$ cat src/rtl/unsigned_seq_div_restoring_pkg.sv
// Shared definitions for the unsigned sequential restoring divider:
// FSM state encoding, default operand width and a counter-width helper.
package unsigned_seq_div_restoring_pkg;

    // Default width of dividend, divisor, quotient and remainder.
    localparam int DIV_WIDTH_DEFAULT = 6;

    // Controller states.
    typedef enum logic [1:0] {
        IDLE = 2'd0,
        RUN  = 2'd1,
        DONE = 2'd2
    } div_state_t;

    // The step counter has to reach N-1. Keep it at least one bit wide so a
    // degenerate N=1 build still has a legal vector.
    function automatic int step_count_width(input int n);
        return (n > 1) ? $clog2(n) : 1;
    endfunction

endpackage

$ cat src/rtl/unsigned_seq_div_restoring_step.sv
// div_restore_step: one combinational restoring-division iteration.
// The partial remainder is shifted left, pulling in the quotient register's
// top bit. The divisor is subtracted only when it fits; otherwise the
// shifted value is kept unchanged (the "restore"). The comparison result
// becomes the new quotient LSB.
module div_restore_step #(
    parameter int N = 6
) (
    input  logic [N:0]   p,
    input  logic [N-1:0] q,
    input  logic [N-1:0] d,
    output logic [N:0]   p_next,
    output logic [N-1:0] q_next
);

    logic [N:0] p_shift;
    logic [N:0] d_ext;
    logic       fits;

    // Shift, trial-compare and conditionally subtract. The partial remainder
    // is always below the divisor before the shift, so 2*P+1 < 2*D stays
    // inside N+1 bits and the subtraction can never underflow when taken.
    always_comb begin
        p_shift = (p << 1) | (N+1)'(q[N-1]);
        d_ext   = {1'b0, d};
        fits    = (p_shift >= d_ext);
        p_next  = fits ? (p_shift - d_ext) : p_shift;
        q_next  = (q << 1) | N'(fits);
    end

endmodule

$ cat src/rtl/unsigned_seq_div_restoring.sv
// unsigned_seq_div_restoring: N-bit unsigned restoring divider, one quotient
// bit per clock. load captures the operands and (re)starts a division; the
// result appears exactly N edges later with done held high until the next
// load or rst. busy is high exactly while the FSM is in RUN.
//
// Optional feature: define DIVZERO_DETECT_EN to add the dbz output. With it,
// a load with a zero divisor skips RUN and reports quotient = all ones and
// remainder = dividend after a single edge. Without it, a zero divisor runs
// the normal N steps, which naturally produce the same result values.
module unsigned_seq_div_restoring
    import unsigned_seq_div_restoring_pkg::*;
#(
    parameter int N = DIV_WIDTH_DEFAULT
) (
    input  logic         clk,
    input  logic         rst,
    input  logic         load,
    input  logic [N-1:0] dividend,
    input  logic [N-1:0] divisor,
    output logic [N-1:0] quotient,
    output logic [N-1:0] remainder,
    output logic         busy,
    output logic         done
`ifdef DIVZERO_DETECT_EN
    ,
    output logic         dbz
`endif
);

    localparam int             CW        = step_count_width(N);
    localparam logic [CW-1:0]  LAST_STEP = CW'(N - 1);

    div_state_t    state_reg;
    logic [N:0]    p_reg;
    logic [N-1:0]  q_reg;
    logic [N-1:0]  d_reg;
    logic [CW-1:0] cnt_reg;

    logic [N:0]    p_next;
    logic [N-1:0]  q_next;

    // Single restoring iteration applied to the current working registers.
    div_restore_step #(
        .N (N)
    ) u_step (
        .p      (p_reg),
        .q      (q_reg),
        .d      (d_reg),
        .p_next (p_next),
        .q_next (q_next)
    );

    // busy is a pure decode of the registered state, so it tracks RUN exactly.
    assign busy = (state_reg == RUN);

    // Controller, datapath registers and result registers. load wins over a
    // RUN step on the same edge, which gives both abort-and-restart and the
    // "held load keeps restarting" behaviour for free.
    always_ff @(posedge clk or posedge rst) begin
        if (rst) begin
            state_reg <= IDLE;
            p_reg     <= '0;
            q_reg     <= '0;
            d_reg     <= '0;
            cnt_reg   <= '0;
            quotient  <= '0;
            remainder <= '0;
            done      <= 1'b0;
`ifdef DIVZERO_DETECT_EN
            dbz       <= 1'b0;
`endif
        end else if (load) begin
            q_reg   <= dividend;
            d_reg   <= divisor;
            p_reg   <= '0;
            cnt_reg <= '0;
`ifdef DIVZERO_DETECT_EN
            if (divisor == '0) begin
                // Short-circuit: the result of dividing by zero is known
                // without iterating, so report it straight away.
                state_reg <= DONE;
                quotient  <= '1;
                remainder <= dividend;
                done      <= 1'b1;
                dbz       <= 1'b1;
            end else begin
                state_reg <= RUN;
                quotient  <= '0;
                remainder <= '0;
                done      <= 1'b0;
                dbz       <= 1'b0;
            end
`else
            state_reg <= RUN;
            quotient  <= '0;
            remainder <= '0;
            done      <= 1'b0;
`endif
        end else begin
            case (state_reg)
                RUN: begin
                    p_reg   <= p_next;
                    q_reg   <= q_next;
                    cnt_reg <= cnt_reg + CW'(1);
                    if (cnt_reg == LAST_STEP) begin
                        // The final step's outputs go straight to the
                        // result registers so they are valid on this edge.
                        state_reg <= DONE;
                        quotient  <= q_next;
                        remainder <= p_next[N-1:0];
                        done      <= 1'b1;
                    end
                end
                default: begin
                    // IDLE and DONE hold everything until the next load.
                    state_reg <= state_reg;
                end
            endcase
        end
    end

endmodule

$ cat config.mk
export PLATFORM = sky130hd
export DESIGN_NAME = unsigned_seq_div_restoring
export DESIGN_NICKNAME = d
export VERILOG_FILES = /design/src/rtl/unsigned_seq_div_restoring_pkg.sv /design/src/rtl/unsigned_seq_div_restoring_step.sv /design/src/rtl/unsigned_seq_div_restoring.sv
export SDC_FILE = /design/constraint.sdc
export NUM_CORES = 1
export LEC_CHECK = 0
export BUFFER_PORTS_ARGS = -buffer_cell sky130_fd_sc_hd__buf_2
export CORE_MARGIN = 5
export CORE_UTILIZATION = 45
export DETAILED_ROUTE_END_ITERATION = 6
export PLACE_DENSITY = 0.67
export SKIP_LAST_GASP = 1
export SYNTH_ARGS = -nofsm -noshare
export SYNTH_HDL_FRONTEND = slang
export SYNTH_HIERARCHICAL = 1
export SYNTH_SLANG_ARGS = --single-unit
$ cat constraint.sdc
create_clock -name clk -period 2.3 [get_ports clk]
set_input_delay 0 -clock clk [delete_from_list [all_inputs] [get_ports clk]]
set_output_delay 0 -clock clk [all_outputs]
set_load 0.005 [all_outputs]
# [Yosys cells after proc, flatten, opt, wreduce, memory -nomap -nowiden]
# Cells that the tools add are included.
# W data, S select, Z words.
[op_classes] magnitude_cmp=1 reduce_logical=3 n_eq_ne=2 n_mux=19 addsub=2 bitwise_logic=2
[ops] cell="$mux W6" n=11
[ops] cell="$ge A7 B6 Y1" n=1
[ops] cell="$or A7 B1 Y7" n=1
[ops] cell="$mux W2" n=3
[ops] cell="$mux W3" n=2
[ops] cell="$or A6 B1 Y6" n=1
[ops] cell="$sub A6 B6 Y6" n=1
[ops] cell="$reduce_bool A2 Y1" n=2
[ops] cell="$add A3 B1 Y3 const B" n=1
[ops] cell="$eq A3 B3 Y1 const B" n=1
[ops] cell="$mux W1" n=3
[ops] cell="$eq A2 B1 Y1 const B" n=1
[ops] cell="$reduce_and A2 Y1" n=1
[word_totals] register_bits=36 in_bits=15 wordCells=37

# [Depth between registers and ports, before layout]
# Gate-level depths: netlist of run 1.
[logic_depth] ltp_word=6 ltp_mapped=10 ltp_nobuf=10

# [By module]
# Netlist of run 1, hierarchy kept.
[by_module_without_submodules] module="unsigned_seq_div_restoring" instances=1 seq_area_each_um2=900.9 cells_per_inst=144 area_each_um2=1567.8
[by_module_without_submodules] module="div_restore_step" instances=1 seq_area_each_um2=0.0 cells_per_inst=60 area_each_um2=467.9

# [Least setup slack after synthesis of run 1]
# Ideal clock, no wire load.
[synth_timing] path_type="reg2reg" start="register p_reg[4]" end="register remainder[3]" stages_incl_launch_ff=7 setup_ns=0.126 n_path_buf=0 slack_ns=0.345 required_time_ns=2.174 arrival_time_ns=1.828 path_cell_list="dfrtp_1 ha_1 nand3_1 o31ai_4 mux2_2 nand2_1 a21oi_2"
[synth_via] elab_chain_cells=6
[synth_lines] element="start: declaration" line_no="unsigned_seq_div_restoring.sv:34" text="logic [N:0] p_reg;"
[synth_lines] element="start signal: assignment" line_no="unsigned_seq_div_restoring.sv:102" text="p_reg <= p_next;"
[synth_lines] element="$or A7 B1 Y7" line_no="unsigned_seq_div_restoring_step.sv:24" text="p_shift = (p << 1) | (N+1)'(q[N-1]);"
[synth_lines] element="$ge A7 B6 Y1" line_no="unsigned_seq_div_restoring_step.sv:26" text="fits = (p_shift >= d_ext);"
[synth_lines] element="net u_step.fits" line_no="unsigned_seq_div_restoring_step.sv:18" text="logic fits;"
[synth_lines] element="$mux W6" line_no="unsigned_seq_div_restoring_step.sv:27" text="p_next = fits ? (p_shift - d_ext) : p_shift;"
[synth_lines] element="net p_next[3]" line_no="unsigned_seq_div_restoring.sv:39" text="logic [N:0] p_next;"
[synth_lines] element="$mux W6" line_no="unsigned_seq_div_restoring.sv:105" text="if (cnt_reg == LAST_STEP) begin"
[synth_lines] element="$mux W6" line_no="unsigned_seq_div_restoring.sv:100" text="case (state_reg)"
[synth_lines] element="$mux W6" line_no="unsigned_seq_div_restoring.sv:72" text="end else if (load) begin"
[synth_lines] element="end signal: assignment" line_no="unsigned_seq_div_restoring.sv:110" text="remainder <= p_next[N-1:0];"
[synth_lines] element="end: declaration" line_no="unsigned_seq_div_restoring.sv:21" text="output logic [N-1:0] remainder,"
# The timed path passes the listed nets, and every way through them passes these cells. The select of a mux whose other input is x is not followed.
# A chain may end at the register's enable or synchronous reset.

# [Final worst setup path of run 1]
[layout_timing] start="register d_reg[0]" end="register p_reg[2]"
[layout_via] elab_chain_cells=4
[layout_lines] element="start: declaration" line_no="unsigned_seq_div_restoring.sv:36" text="logic [N-1:0] d_reg;"
[layout_lines] element="start signal: assignment" line_no="unsigned_seq_div_restoring.sv:74" text="d_reg <= divisor;"
[layout_lines] element="$sub A6 B6 Y6 or $ge A7 B6 Y1 (tied branches)" line_no="unsigned_seq_div_restoring_step.sv:27, unsigned_seq_div_restoring_step.sv:26"
[layout_lines] element="$mux W6 (*)" line_no="unsigned_seq_div_restoring_step.sv:27"
[layout_lines] element="net p_next[2]" line_no="unsigned_seq_div_restoring.sv:39"
[layout_lines] element="$mux W6 (*)" line_no="unsigned_seq_div_restoring.sv:100"
[layout_lines] element="$mux W6 (*)" line_no="unsigned_seq_div_restoring.sv:72"
# The timed path passes the listed nets; every way through them passes the cells marked *. The select of a mux whose other input is x is not followed.

==> results of run 1 <==
## how the worst max path moves through the flow
stage	slack, ns	endpoint	cells past startpoint
final	0.15	p_reg[2]	7
after detailed placement	0.10	p_reg[2]	6
after global placement	0.17	remainder[4]	6
after CTS	0.10	p_reg[2]	6
after global routing	0.03	remainder[2]	8
after floorplan	0.40	p_reg[4]	10
## stage by stage
step / hold WS (ns) / util (%) / power [W]
2_1_floorplan: 0.121 / - / 0.00141
3_3_place_gp: 0.179 / 48.6 / 0.00149
3_5_place_dp: 0.187 / 48.6 / 0.00152
4_1_cts: 0.249 / 53.7 / 0.00198
5_1_grt: 0.271 / 53.7 / 0.00211
6_report: 0.241 / 53.7 / 0.00196
## cell type report
| cell class | instances | area [um2] |
|---|---|---|
| Fill cell | 406 | 1990 |
| Multi-Input combinational cell | 133 | 928 |
| Sequential cell | 35 | 876 |
| Timing Repair Buffer | 45 | 300 |
| Clock buffer | 5 | 68.8 |
| Tap cell | 52 | 65.1 |
| Inverter | 12 | 47.5 |
| Clock inverter | 3 | 20.0 |
## metal layers
metal | GRT usage [%] | up-vias | share of wire [%]
li1 | - | 721 | -
met1 | 19.5 | 688 | 48
met2 | 23.2 | 25 | 46
met3 | 3.43 | 5 | 4.0
met4 | 6.29 | 0 | 1.7
met5 | 0 | - | 0
## what timing repair did
item	CTS	global route
hold endpoints to repair	31	0
hold buffers	13	0
endpoints found under the setup margin	0	2
## placed cells by master, fill, tap and decap left out, types with 3 or more instances in the layout
master          n
mux2i_1         8
dfrtp_1        35
a21o_1          4
buf_2          28
nand2_2         4
ha_1            9
mux2_2         10
nand2b_1        3
nand2_1        39
o21ai_1         3
clkbuf_8        5
nor2_1          9
a21oi_2         9
o21ai_0         5
buf_4           4
dlygate4sd3_1  13
a21oi_1        10
inv_1          11
## power by group
| part | internal (W) | switching, W | leakage, nW |
|---|---|---|---|
| sequential | 0.000698 | 0.0000746 | 0.454 |
| clock | 0.000211 | 0.000230 | 0.0402 |
| combinational | 0.000354 | 0.000398 | 0.579 |
==> summary.txt, run 1 <==
Run status
  – Outcome: completed

Worst setup path
  – Worst Path Arrival: between 2 and 2.5 ns
  – Critical path's largest stage delay: about 0.52 ns
  – Worst r2r src: d_reg[0]
  – Critical path's slowest cell: o31ai_4
  – CP Capture Type: flip-flop
  – Worst Setup SP: d_reg[0]
  – Worst Setup Start Kind: flip-flop
  – Crit-path leading delay family: compound AO/OA/AOI/OAI gates
  – Reg-to-Reg End: p_reg[2]
  – Worst r2r path cells: 7
  – Buf/Inv on CP: 0
  – Worst-path cell chain: ha_1 -> nand2b_1 -> a21boi_0 -> o31ai_4 -> mux2_2 -> nand2_1 -> a21oi_1
  – R2R Setup Slk: 0.15 ns
  – Critical path required time: around 2.4 ns
  – Setup CP Type: flip-flop to flip-flop
  – Crit Path Max Fanout: 8

Power
  – Static leakage: about 1.1 nW
  – PwrDens: around 850 nW/um2
  – Peak VDD IR: ~480 uV

Finish
  – Diodes inserted: 0
  – Syn-to-layout area delta: 17.2%
  – NumNets Final: approximately 260
  – Share of layout cells above drive strength 1: 30.0%
  – Design area: around 2300 um2
  – Post-route insts no fill: 285

STA
  – Endpoints failing setup: 0
  – Worst-margin pin slew: around 0.84 ns
  – FMAX: about 0.46 GHz
  – Hold violation count in the final report: 0
  – Max_slew headroom: ~44%
  – Post-layout min period: 2.15 ns
  – TNS Setup: 0 ns
  – Final worst setup slack: 0.146 ns
  – Post-route clock period utilization: ~94%
  – RSZ-0062 raised after global routing: false
  – Final worst clock skew: 0.00758 ns
  – Max-slew violations: 0

Detailed routing
  – Iter 0 DRT Violations: 30
  – ANT nets after route: 0
  – WL final: around 4.0 mm
  – Wire length per cell: ~14 um
  – DR vias/cell: between 5 and 6
  – Pre-Repair DR Iteration Count: 4
  – Vias: 1439
  – Drt drc: 0

Floorplan
  – Die area: 5800 um2
  – Core Footprint: about 4300 um2
  – I/O pin count: 29
  – Chip Height: ~76 um
  – Die span in x: 76.1 um
  – Row count: 24
  – Initial core utilization: between 40% and 50%

Placed design
  – Post-DP HPWL: around 2.8 mm
  – Placed Instances: between 200 and 300
  – Post-DP Area: around 2100 um2
  – Pre-CTS setup slack: 0.100 ns
  – RePlAce Congestion: around 0.83
  – PortBufs: 28

Clock network
  – Worst-path clk slew: around 0.070 ns
  – Root Buffer: clkbuf_8
  – Setup Buffers After CTS: 0
  – CTS resizes: 0
  – Clock Sinks: 35
  – TritonCTS buffer count: 5
  – H-tree depth: 2
  – Clock Latency Late Sink: about 0.29 ns
  – Clk buf depth: 2
  – CTS tree: done

Synthesis
  – Syn_area_per_cell: about 10 um2
  – YS warnings: 6
  – Cell Area, Synth: just under 2000 um2
  – Mapped Nets: between 200 and 250
  – Synth Instances: around 200

Min path
  – Hold Crit Class: input port to flip-flop
  – Worst Hold Path EP: cnt_reg[2]
  – Worst hold path depth: 2
  – Min-delay src: load

Global routing
  – GRT Residual Overflow: 0
  – Initial antenna violation count: 0
  – Tot GR Track Use: 14.8%
  – Vias in the first global route: around 1.5k
  – Global-route wire length before repair: around 7.0 mm
  – Largest net degree at the start of global routing: 32

Job
  – Max-cap violations: 0
(Power assumes the default switching activity.)
==> run 2, diff against run 1 <==
CORE_UTILIZATION = 48   (was 45)
PLACE_DENSITY = 0.71   (was 0.67)
==> summary.txt, run 2 (synthesized netlist as in run 1, its figures left out) <==
Global routing
  – Initial antenna violation count: 0 (unchanged)
  – Largest net degree at the start of global routing: 36 (+13%)
  – Tot GR Track Use: 15.6% (+0.80 points)
  – GRT Residual Overflow: 0 (unchanged)
  – Vias in the first global route: 1394 (-4.1%)
  – Global-route wire length before repair: 6.39 mm (-8.9%)

Worst setup path
  – Critical path required time: 2.44 ns (about the same)
  – Worst Path Arrival: 2.29 ns (about the same)
  – Setup CP Type: flip-flop to flip-flop
  – Buf/Inv on CP: 0 (unchanged)
  – Critical path's largest stage delay: 0.51 ns (about the same)
  – Critical path's slowest cell: o31ai_4
  – Worst-path cell chain: ha_1 -> nand3_1 -> o31ai_4 -> mux2_2 -> nand2_1 -> a21oi_2
  – Crit-path leading delay family: compound AO/OA/AOI/OAI gates
  – CP Capture Type: flip-flop
  – Crit Path Max Fanout: 8 (unchanged)
  – Worst Setup Start Kind: flip-flop

Placed design
  – Post-DP Area: 2080 um2 (-0.48%)
  – RePlAce Congestion: 0.853 (+2.4%)
  – Post-DP HPWL: 2.67 mm (-4.6%)
  – Placed Instances: 261 (-1.1%)
  – PortBufs: 28 (unchanged)

STA
  – Hold Slack: 0.226 ns (-0.0151 ns)
  – Worst-margin pin slew: 0.622 ns (-0.219 ns)
  – Max-slew violations: 0 (unchanged)
  – Post-route clock period utilization: 93.2% (-0.47 points)
  – Endpoints failing setup: 0 (unchanged)
  – TNS Setup: 0 ns (unchanged)
  – Post-layout min period: 2.14 ns (-0.0109 ns)
  – RSZ-0062 raised after global routing: false
  – Final worst clock skew: 0.00548 ns (-0.00211 ns)
  – Max_slew headroom: 58.3% (+14 points)
  – Hold violation count in the final report: 0 (unchanged)
  – FMAX: 0.467 GHz (+0.51%)

Floorplan
  – I/O pin count: 29 (unchanged)
  – Core Footprint: 4000 um2 (-6.8%)
  – Row count: 23 (-4.2%)
  – Initial core utilization: 49.2% (+3.4 points)
  – Chip Height: 74.0 um (-2.8%)
  – Die span in x: 74.0 um (-2.8%)
  – Die area: 5480 um2 (-5.4%)

Finish
  – NumNets Final: 256 (-0.39%)
  – Syn-to-layout area delta: 16.4%
  – Post-route insts no fill: 282 (-1.1%)
  – Diodes inserted: 0 (unchanged)
  – Most frequent cells in the layout: 39 x nand2_1, 35 x dfrtp_1, 28 x buf_2, 13 x dlygate4sd3_1, 11 x inv_1
  – Commonest non-fill, non-tap cell in the layout: nand2_1
  – Fillers: 359 (-12%)
  – Share of layout cells above drive strength 1: 29.7% (-0.30 points)
  – Design area: 2290 um2 (-0.65%)

Clock network
  – H-tree depth: 2 (unchanged)
  – Setup Buffers After CTS: 0 (unchanged)
  – TritonCTS buffer count: 5 (unchanged)
  – Worst-path clk slew: 0.07 ns (about the same)
  – Clock Sinks: 35 (unchanged)
  – Clk buf depth: 2 (unchanged)
  – CTS tree: done
  – Clock Latency Late Sink: 0.28 ns (about the same)
  – Root Buffer: clkbuf_8

Detailed routing
  – Iter 0 DRT Violations: 88 (+190%)
  – DR vias/cell: 5.02 (-0.55%)
  – ANT nets after route: 0 (unchanged)
  – Wire length per cell: 13.6 um (-2.5%)
  – WL final: 3.82 mm (-3.5%)
  – Vias: 1416 (-1.6%)
  – Pre-Repair DR Iteration Count: 4 (unchanged)
  – Drt drc: 0 (unchanged)

Power
  – Combinational power share: 38.7% (+0.4 points)
  – Static leakage: 1.08 nW (+0.28%)
  – Power share of the clock group: 21.8% (-0.6 points)
  – Sw frac: 35.1% (-0.66 points)
  – PwrDens: 852 nW/um2 (about the same)
  – Power Total: 0.00195 W (-0.64%)
  – NetSw: 0.000686 W (-2.5%)
  – Sequential Power Share: 39.5% (+0.2 points)
  – Peak VDD IR: 592 uV (+24%)
  – P_int: 0.00127 W (+0.38%)

Job
  – Max-cap violations: 0 (unchanged)

Min path
  – Hold Crit Class: input port to flip-flop

Run status
  – Outcome: completed
## run 2: cell types whose count changed in the layout (fill, tap and decap cells not counted)
| cell | before | now |
|---|---|---|
| buf_4 | 4 | 3 |
| clkinv_2 | 1 | 3 |
| clkinvlp_4 | 2 | 0 |
## run 2: power groups by stage
stage / combinational, W / clock (W) / sequential (W)
floorplan: 0.000651 / 0 / 0.000756
global placement: 0.000725 / 0 / 0.000779
detailed placement: 0.000739 / 0 / 0.000783
CTS: 0.000758 / 0.000441 / 0.000772
global route: 0.000843 / 0.000459 / 0.000786
finish: 0.000756 / 0.000425 / 0.000771
## run 2: per-layer routing
layer,GRT usage (%),wire (um)
met1,20.5,1830
met2,24.9,1800
met3,4.05,147
met4,5.43,48
met5,0,0
## run 2: cell type report
type | count | area, um2 | area share [%]
inverter | 12 | 47.5 | 2.08
timing repair buffer | 44 | 293 | 12.8
clock buffer | 5 | 68.8 | 3.00
sequential | 35 | 876 | 38.2
multi-input combinational | 133 | 928 | 40.5
tap | 50 | 62.6 | 2.73
clock inverter | 3 | 15.0 | 0.655
## run 2: worst register-to-register path: cells and delay by family, from the launching register on
kind                     cells  cell delay, ns
AO/OA/AOI/OAI                2            0.56
AND/OR/NAND/NOR              2            0.24
adder cells (fa/ha/maj)      1            0.39
multiplexers                 1            0.41
flip-flops                   1            0.40
## run 2: path summary, 6_finish.rpt
kind	slack (ns)	cells past startpoint	startpoint	to
setup / recovery	0.16	6	p_reg[3]	remainder[1]
hold / removal	0.23	2	load	cnt_reg[0]
setup reg to reg	0.16	6	p_reg[3]	remainder[1]
hold reg to reg	0.51	1	d_reg[1]	d_reg[1]
max in group asynchronous	1.62	4	rst	q_reg[0]
min in group asynchronous	0.36	4	rst	p_reg[5]
## run 2: stage by stage
stage	util (%)	setup WS, ns
final	57.3	0.157
after global routing	57.3	0.0134
after CTS	57.3	0.157
after detailed placement	51.9	0.153
after global placement	51.9	0.230
after floorplan	-	0.396
## run 2: what timing repair did
| action | CTS | global route |
|---|---|---|
| hold buffers | 13 | 0 |
| resized for setup | 0 | 0 |
| setup endpoints to repair | 0 | 0 |
| hold endpoints to repair | 47 | 0 |
==> run 3, diff against run 2 <==
RECOVER_POWER = 100   (was default)
SETUP_SLACK_MARGIN = 0.1   (was default)
==> summary.txt, run 3 (synthesized netlist as in run 1, its figures left out) <==
Min path
  – Hold Crit Class: input port to flip-flop
  – Worst Hold Path EP: q_reg[1]
  – Min-delay src: dividend[1]
  – Worst hold path depth: 4 (+2)

Placed design
  – PortBufs: 28 (unchanged)
  – Post-DP HPWL: 2.67 mm (unchanged)
  – Pre-CTS setup slack: 0.153 ns (unchanged)
  – RePlAce Congestion: 0.853 (unchanged)

Power
  – Peak VDD IR: 573 uV (-3.2%)
  – Power Total: 0.00206 W (+5.5%)
  – Combinational power share: 41.8% (+3.1 points)
  – NetSw: 0.000703 W (+2.5%)
  – Sw frac: 34.1% (-0.99 points)
  – Static leakage: 1.07 nW (-0.72%)
  – P_int: 0.00136 W (+7.1%)
  – Power share of the clock group: 20.7% (-1.1 points)
  – Sequential Power Share: 37.5% (-2.0 points)
  – PwrDens: 897 nW/um2 (+5.2%)

Worst setup path
  – Worst Setup SP: q_reg[5]
  – Worst r2r path cells: 10 (+4)
  – Critical path's slowest cell: fa_1
  – Critical path's largest stage delay: 0.41 ns (-0.10 ns)
  – Worst Setup Start Kind: flip-flop
  – Reg-to-Reg End: p_reg[4]
  – R2R Setup Slk: 0.20 ns (+0.04 ns)
  – Setup CP Type: flip-flop to flip-flop
  – Worst r2r src: q_reg[5]
  – Critical path required time: 2.41 ns (-0.03 ns)
  – Crit Path Max Fanout: 3 (-5)
  – Worst Path Arrival: 2.21 ns (-0.08 ns)
  – Buf/Inv on CP: 2 (+2)
  – Crit-path leading delay family: adder cells
  – Cell mode on critical path: inv_1
  – CP Capture Type: flip-flop
  – Worst-path cell chain: inv_1 -> ha_1 -> inv_1 -> fa_1 -> a21o_1 -> a21oi_2 -> xnor2_1 -> mux2_4 -> nand2_1 -> a21oi_1

Detailed routing
  – Wire length per cell: 13.8 um (+2.2%)
  – ANT nets after route: 0 (unchanged)
  – Pre-Repair DR Iteration Count: 4 (unchanged)
  – Iter 0 DRT Violations: 68 (-23%)
  – DR vias/cell: 5.03 (+0.14%)
  – Drt drc: 0 (unchanged)
  – WL final: 3.93 mm (+2.9%)
  – Vias: 1428 (+0.85%)

Floorplan
  – Row count: 23 (unchanged)
  – Chip Height: 74.0 um (unchanged)
  – Die span in x: 74.0 um (unchanged)
  – Initial core utilization: 49.2% (unchanged)
  – Core Footprint: 4000 um2 (unchanged)
  – Die area: 5480 um2 (unchanged)
  – I/O pin count: 29 (unchanged)

Finish
  – Diodes inserted: 0 (unchanged)
  – Core Util, Final: 57.4% (+0.16 points)
  – Commonest non-fill, non-tap cell in the layout: nand2_1
  – NumNets Final: 258 (+0.78%)
  – Fillers: 370 (+3.1%)
  – Share of layout cells above drive strength 1: 26.5% (-3.2 points)
  – Most frequent cells in the layout: 39 x nand2_1, 35 x dfrtp_1, 23 x buf_2, 13 x dlygate4sd3_1, 12 x a21oi_1
  – Area of the multi-input gates: 920 um2 (-0.94%)
  – FF+latch area: 876 um2 (unchanged)
  – Syn-to-layout area delta: 16.7%

STA
  – Final worst setup slack: 0.200 ns (+0.0431 ns)
  – RSZ-0062 raised after global routing: false
  – Max-slew violations: 0 (unchanged)
  – Hold Slack: 0.464 ns (+0.238 ns)
  – FMAX: 0.476 GHz (+2.1%)
  – Post-layout min period: 2.10 ns (-0.0431 ns)
  – Worst-margin pin slew: 1.33 ns (+0.704 ns)
  – TNS Setup: 0 ns (unchanged)
  – Post-route clock period utilization: 91.3% (-1.9 points)
  – Endpoints failing setup: 0 (unchanged)
  – Final worst clock skew: 0.00545 ns (-0.0000226 ns)
  – Hold violation count in the final report: 0 (unchanged)
  – Max_slew headroom: 11.6% (-47 points)

Global routing
  – Vias in the first global route: 1394 (unchanged)
  – Tot GR Track Use: 15.6% (unchanged)
  – Initial antenna violation count: 0 (unchanged)
  – Global-route wire length before repair: 6.39 mm (unchanged)
  – GRT Residual Overflow: 0 (unchanged)
  – Largest net degree at the start of global routing: 36 (unchanged)

Clock network
  – Worst-path clk slew: 0.07 ns (about the same)
  – Clk buf depth: 2 (unchanged)
  – Root Buffer: clkbuf_8
  – Clock Latency Late Sink: 0.29 ns (about the same)
  – TritonCTS buffer count: 5 (unchanged)
  – CTS tree: done
  – Clock Sinks: 35 (unchanged)
  – H-tree depth: 2 (unchanged)

Run status
  – Outcome: completed

Job
  – Max-cap violations: 0 (unchanged)
==> run 3: changes by cell type in the layout (fill, tap and decap cells not counted), sizes merged <==
cell / delta
buf: -4
clkbuf: +6
==> run 3: worst max-delay path by stage <==
stage                     slack (ns)        to  cells after the start
after CTS                       0.16  p_reg[4]                      6
after global placement          0.23  p_reg[4]                      7
after floorplan                 0.40  p_reg[4]                     10
after detailed placement        0.15  p_reg[4]                      6
final                           0.20  p_reg[4]                     10
after global routing            0.06  p_reg[5]                      9
==> run 3: what timing repair did <==
item / in CTS / in global routing
setup buffers: 0 / 2
resized for setup: 0 / 9
setup endpoints to repair: 0 / 12
endpoints found under the hold margin: 47 / 0
hold buffers: 13 / 0
==> run 3: metrics by stage <==
stage	instance area (um2)	cells
4_1_cts	2290	282
3_5_place_dp	2080	261
3_3_place_gp	2080	261
6_report	2300	284
2_1_floorplan	1970	195
5_1_grt	2300	284
==> run 3: layer usage <==
| metal | vias up | GRT usage (%) | share of wire [%] |
|---|---|---|---|
| met4 | 0 | 5.43 | 1.4 |
| li1 | 722 | - | - |
| met5 | - | 0 | 0 |
| met1 | 672 | 20.5 | 47 |
| met2 | 29 | 24.9 | 47 |
| met3 | 5 | 4.05 | 4.7 |
==> run 3: layout make-up <==
| cell class | count | share of cell area [%] |
|---|---|---|
| timing repair buffer | 46 | 13.4 |
| clock inverter | 3 | 0.654 |
| tap | 50 | 2.72 |
| clock buffer | 5 | 3.00 |
| inverter | 12 | 2.07 |
| sequential | 35 | 38.1 |
| multi-input combinational | 133 | 40.0 |
==> run 3: power by group through the flow <==
stage	Sequential, W	Clock, W	Combinational, W
final	0.000773	0.000427	0.000860
after global routing	0.000787	0.000459	0.000954
after CTS	0.000772	0.000441	0.000758
after detailed placement	0.000783	0	0.000739
after global placement	0.000779	0	0.000725
after floorplan	0.000756	0	0.000651
==> run 3: worst min-delay path, delay by kind of cell <==
family,cells,cell delay (ns)
AOI/OAI and AO/OA,1,0.06
buffers and inverters,2,0.61
and+or+nand+nor,1,0.04
